File: src/rtl/datapath_exec_pkg.sv
// Shared command/opcode definitions for the scheduler-driven X/Y/Z datapath.
// Code values match what the scheduler drives on Tx/Ty/Tz/Tula.
package datapath_exec_pkg;

  localparam int unsigned CMD_W = 4;

  typedef enum logic [CMD_W-1:0] {
    REG_HOLD   = 4'b0000,
    REG_LOAD   = 4'b0001,
    REG_SHIFTR = 4'b0010,
    REG_SHIFTL = 4'b0011,
    REG_CLEAR  = 4'b0100
  } reg_cmd_e;

  typedef enum logic [CMD_W-1:0] {
    ALU_ADD = 4'b0000,
    ALU_SUB = 4'b0001,
    ALU_AND = 4'b0010,
    ALU_OR  = 4'b0011,
    ALU_XOR = 4'b0100
  } alu_op_e;

  // One cycle's worth of scheduler commands
  typedef struct packed {
    logic [CMD_W-1:0] tx;
    logic [CMD_W-1:0] ty;
    logic [CMD_W-1:0] tz;
    logic [CMD_W-1:0] tula;
  } exec_cmd_t;

  function automatic logic reg_cmd_legal(input logic [CMD_W-1:0] code);
    return code <= CMD_W'(REG_CLEAR);
  endfunction

  function automatic logic alu_op_legal(input logic [CMD_W-1:0] code);
    return code <= CMD_W'(ALU_XOR);
  endfunction

endpackage

File: src/rtl/datapath_exec_reg.sv
// One command-driven datapath register: hold / load / logical shift right / left / clear.
// Undefined command codes hold the register.
module exec_reg
  import datapath_exec_pkg::*;
#(
  parameter int unsigned W = 4
) (
  input  logic             clk,
  input  logic             reset,
  input  logic             en_i,
  input  logic [CMD_W-1:0] cmd_i,
  input  logic [W-1:0]     load_d_i,
  output logic [W-1:0]     q_o
);

  logic [W-1:0] q_q;
  logic [W-1:0] q_d;

  always_comb begin
    q_d = q_q;
    if (en_i) begin
      case (reg_cmd_e'(cmd_i))
        REG_LOAD:   q_d = load_d_i;
        REG_SHIFTR: q_d = q_q >> 1;
        REG_SHIFTL: q_d = q_q << 1;
        REG_CLEAR:  q_d = '0;
        default:    q_d = q_q;
      endcase
    end
  end

  always_ff @(posedge clk) begin
    if (reset) q_q <= '0;
    else       q_q <= q_d;
  end

  assign q_o = q_q;

endmodule

File: src/rtl/datapath_exec.sv
// Executing end of the scheduler interface: X operand, Y accumulator, Z display latch,
// with the ALU, carry/borrow flag and illegal-command flag computed inline.
module datapath_exec
  import datapath_exec_pkg::*;
#(
  parameter int unsigned W = 4
) (
  input  logic             clk,
  input  logic             reset,
  input  logic             cmd_valid,
  input  logic [CMD_W-1:0] Tx,
  input  logic [CMD_W-1:0] Ty,
  input  logic [CMD_W-1:0] Tz,
  input  logic [CMD_W-1:0] Tula,
  input  logic [W-1:0]     data_in,
  output logic [W-1:0]     x_out,
  output logic [W-1:0]     y_out,
  output logic [W-1:0]     z_out,
  output logic             carry,
  output logic             zero,
  output logic             illegal_cmd
);

  exec_cmd_t        cmd_c;
  logic [W:0]       alu_wide_c;
  logic [W-1:0]     alu_result_c;
  logic             alu_carry_c;
  logic             alu_legal_c;
  logic             any_illegal_c;
  logic [CMD_W-1:0] y_cmd_c;
  logic             carry_q;
  logic             carry_d;
  logic             illegal_q;
  logic             illegal_d;
  logic [W-1:0]     x_q;
  logic [W-1:0]     y_q;
  logic [W-1:0]     z_q;

  assign cmd_c = '{tx: Tx, ty: Ty, tz: Tz, tula: Tula};

  // ALU on pre-edge X/Y; bit W carries the add carry or the subtract borrow
  always_comb begin
    alu_wide_c = '0;
    case (alu_op_e'(cmd_c.tula))
      ALU_ADD: alu_wide_c = {1'b0, x_q} + {1'b0, y_q};
      ALU_SUB: alu_wide_c = {1'b0, y_q} - {1'b0, x_q};
      ALU_AND: alu_wide_c = {1'b0, x_q & y_q};
      ALU_OR:  alu_wide_c = {1'b0, x_q | y_q};
      ALU_XOR: alu_wide_c = {1'b0, x_q ^ y_q};
      default: alu_wide_c = '0;
    endcase
  end

  assign alu_result_c = alu_wide_c[W-1:0];
  assign alu_carry_c  = alu_wide_c[W];
  assign alu_legal_c  = alu_op_legal(cmd_c.tula);

  assign any_illegal_c = !reg_cmd_legal(cmd_c.tx) || !reg_cmd_legal(cmd_c.ty) ||
                         !reg_cmd_legal(cmd_c.tz) || !alu_legal_c;

  // A Y load with an undefined opcode degrades to hold
  assign y_cmd_c = (cmd_c.ty == CMD_W'(REG_LOAD) && !alu_legal_c) ? CMD_W'(REG_HOLD) : cmd_c.ty;

  exec_reg #(.W(W)) u_x_reg (
    .clk      (clk),
    .reset    (reset),
    .en_i     (cmd_valid),
    .cmd_i    (cmd_c.tx),
    .load_d_i (data_in),
    .q_o      (x_q)
  );

  exec_reg #(.W(W)) u_y_reg (
    .clk      (clk),
    .reset    (reset),
    .en_i     (cmd_valid),
    .cmd_i    (y_cmd_c),
    .load_d_i (alu_result_c),
    .q_o      (y_q)
  );

  exec_reg #(.W(W)) u_z_reg (
    .clk      (clk),
    .reset    (reset),
    .en_i     (cmd_valid),
    .cmd_i    (cmd_c.tz),
    .load_d_i (y_q),
    .q_o      (z_q)
  );

  always_comb begin
    carry_d   = carry_q;
    illegal_d = 1'b0;
    if (cmd_valid) begin
      illegal_d = any_illegal_c;
      if (cmd_c.ty == CMD_W'(REG_LOAD) && alu_legal_c) carry_d = alu_carry_c;
      else if (cmd_c.ty == CMD_W'(REG_CLEAR))          carry_d = 1'b0;
    end
  end

  always_ff @(posedge clk) begin
    if (reset) begin
      carry_q   <= 1'b0;
      illegal_q <= 1'b0;
    end else begin
      carry_q   <= carry_d;
      illegal_q <= illegal_d;
    end
  end

  assign x_out       = x_q;
  assign y_out       = y_q;
  assign z_out       = z_q;
  assign carry       = carry_q;
  assign zero        = (y_q == '0);
  assign illegal_cmd = illegal_q;

endmodule
File: config.mk
export PLATFORM = sky130hd
export DESIGN_NAME = datapath_exec
export DESIGN_NICKNAME = d
export VERILOG_FILES = /design/src/rtl/datapath_exec_pkg.sv /design/src/rtl/datapath_exec_reg.sv /design/src/rtl/datapath_exec.sv
export SDC_FILE = /design/constraint.sdc
export NUM_CORES = 1
export LEC_CHECK = 0
export CORE_UTILIZATION = 51
export DETAILED_ROUTE_END_ITERATION = 10
export PLACE_DENSITY_LB_ADDON = 0.12
export SETUP_SLACK_MARGIN = 0.1
export SYNTH_ARGS = -nofsm -noshare
export SYNTH_HDL_FRONTEND = slang
export SYNTH_SLANG_ARGS = --single-unit
File: constraint.sdc
create_clock -name clk -period 9.2 [get_ports clk]
set_clock_uncertainty 0.2 [all_clocks]
set_input_delay 2.76 -clock clk [delete_from_list [all_inputs] [get_ports clk]]
set_output_delay 2.76 -clock clk [all_outputs]
set_load 0.01 [all_outputs]
==> results.cfg <==
[floorplanning]
ios = 38
dieArea_sq_um = 2798
initial_core_util_pct = 53.82
rows = 18
die_h_um = 52.90
core-area_sq_um = 2455
fp.dieW_um = 52.90

[detailed_routing]
drtIter0Drc = 40
remaining_drc_errors = 0
wl_per_cell_um = 14.97
wl_mm = 3.592
routed_via_density = 6.029
ant_nets = 0
drtPass1Iterations = 4
num_vias = 1447

[yosys]
synth_seq_cells = 14
synth_cell_types = 41
syn_area_sq_um = 1321
yosysTopAreaCell = dfxtp_1
synthArstFlopShare_pct = 0
synth_warnings = 0
synth.top_cell.area_share_pct = 21.21
synth_edf_count = 0
ys_top_cells_by_count = nor2_1 (19), nand2_1 (17), dfxtp_1 (14)
synthCells = 174
synthesis.nets = 211
synth_ff_type = dfxtp_1
ys_seq_area_share_pct = 21.21
yosys-top-cells-area = dfxtp_1 (21%), ha_1 (12%), nor2_1 (5.4%)
yosysMostFrequentCell = nor2_1
syn_area_per_cell_sq_um = 7.593

[sta]
tightest_slew_ps = 1129
period_share_pct = 58.00
fmax_mhz = 187.4
final.min_clock_period_ps = 5336
maxSlewHeadroom_pct = 23.66
hold_viol_final = 0
setup_viol = 0
finalSetupTns_ps = 0
whs_ps = 290.4
grt_setup_unrepaired = false
slew_viol_final = 0

[cts]
cts_setup_buffers = 0
cts.hold.buffers_added = 0
numCtsBuffers = 3
clockBufferDepth = 2
h-tree-depth = 1
clk_latency_ps = 290
clkTransAtPathRegs_ps = 90
cts-root-buf = clkbuf_4
clkSinkCount = 14
ctsResizeCount = 0
cts_tree = yes

[critical_path]
worstSetupEndpointType = flop
critPathCapture = u_y_reg.q_o[1]
crit_top_cell = o22a_1
r2r_cells = 8
critPathKind = input port to flop
cp_max_fo = 9
crit_start = Tula[1]
reg2reg_to = u_y_reg.q_o[1]
rrSetupSlack_ps = 6580
reg2reg_from = u_x_reg.q_o[1]
max_stage_delay_ps = 540
slowest_stage = clkdlybuf4s50_1
arrival_ps = 5340
start_kind = input port
path_cells = clkdlybuf4s50_1, nor3_1, nand2_1, a21o_1, fa_1, o22a_1, o22a_1, a2bb2oi_1, a211oi_1
required_ps = 9200

[global_route]
antenna_found_initial = 0
gr-total-overflow = 0
grt_pass1_vias = 1295
grt_use_met3_pct = 5.460
track_usage_pct = 28.75
busiest_layer = met2
met1_usage_pct = 36.83
grt_max_degree = 17
grt_pass1_wl_mm = 5.844
grtUsageMet2_pct = 47.68

[layout]
multi_input_area_sq_um = 965.9
fin_area_sq_um = 1739
n_fill_cell = 199
layout.cells.non_filler = 240
finish.net_count = 248
drive_gt1_share_pct = 3.810
num_antenna_cells = 0
synthToLayoutAreaGrowth_pct = 31.63
seq_area_sq_um = 280.3

[power_and_ir_drop]
finalPower_uw = 182.3
power_density_nw_per_um2 = 104.8
p_leak_nw = 0.6224
p_int_uw = 122.3
swShare_pct = 32.91
clockPowerShare_pct = 25.8
p_sw_uw = 60.00
peakVddDrop_uv = 133.8
seq_power_share_pct = 37.2
comb_power_share_pct = 37.0

[placed_design]
dpl.cell_count = 236
hpwlAfterDp_mm = 2.743
portBuffers = 37
placed_cell_area_sq_um = 1703
gp_congestion = 0.9024

[flow_run]
maxCapViolCount = 0

[hold_path]
hold_path.class = flop to flop

[run_status]
status = finished clean
==> how the worst min path moves through the flow <==
stage                 end  cells past startpoint   from
finish              carry                      2  carry
floorplan           carry                      2  carry
global placement    carry                      2  carry
global route        carry                      2  carry
CTS                 carry                      2  carry
detailed placement  carry                      2  carry
==> power by group through the flow <==
stage,clock [mW],combinational (mW),sequential [mW]
finish,0.0470,0.0674,0.0678
global route,0.0498,0.0743,0.0684
CTS,0.0482,0.0667,0.0678
detailed placement,0,0.0661,0.0692
global placement,0,0.0646,0.0690
floorplan,0,0.0380,0.0695
==> worst max-delay path, delay by kind of cell <==
kind	cells	cell delay [ps]
AO/OA/AOI/OAI	5	1010
AND/OR/NAND/NOR	2	570
buffers and inverters	1	540
adder cells (fa/ha/maj)	1	460
==> layout make-up <==
class | instances | share of cell area [%]
tap | 30 | 2.158
multi-input combinational | 142 | 55.54
timing repair buffer | 37 | 21.29
inverter | 13 | 2.806
sequential | 14 | 16.12
clock buffer | 4 | 2.086
==> per-layer routing <==
metal	routed length [um]	share of wire [%]
met4	74	2.1
met3	242	6.7
met1	1538	43
met5	0	0
met2	1737	48
==> metrics by stage <==
| step | setup slack (ps) | utilization, % |
|---|---|---|
| 2_1_floorplan | 4217 | - |
| 3_3_place_gp | 3647 | 69.37 |
| 3_5_place_dp | 3595 | 69.37 |
| 4_1_cts | 3903 | 70.85 |
| 5_1_grt | 3609 | 70.85 |
| 6_report | 3864 | 70.85 |
==> sequential cells by signal (all words and copies together) (netlist names) <==
| signal | flops |
|---|---|
| carry | 1 |
| illegal_cmd | 1 |
| u_x_reg.q_o | 4 |
| u_y_reg.q_o | 4 |
| u_z_reg.q_o | 4 |
==> cell families after synthesis <==
family | Yosys count | synth area share (%)
buffers and inverters | 18 | 5.682
flip-flops | 14 | 21.21
AND/OR/NAND/NOR | 69 | 27.08
XOR/XNOR | 5 | 3.314
AO/OA/AOI/OAI | 51 | 26.42
multiplexers | 3 | 2.462
adder cells (fa/ha/maj) | 14 | 13.83
==> placed cells by master, fill, tap and decap left out, types with 4 or more instances in the layout <==
cell type and instances:
a21o_1 4, a21oi_1 7, a311oi_1 7, clkdlybuf4s50_1 37, dfxtp_1 14, ha_1 13
inv_1 13, nand2_1 17, nand2b_1 10, nand3b_1 4, nor2_1 19, nor3_1 4
o211ai_1 5, o21ai_0 13, xnor2_1 4
(Power assumes the default switching activity.)
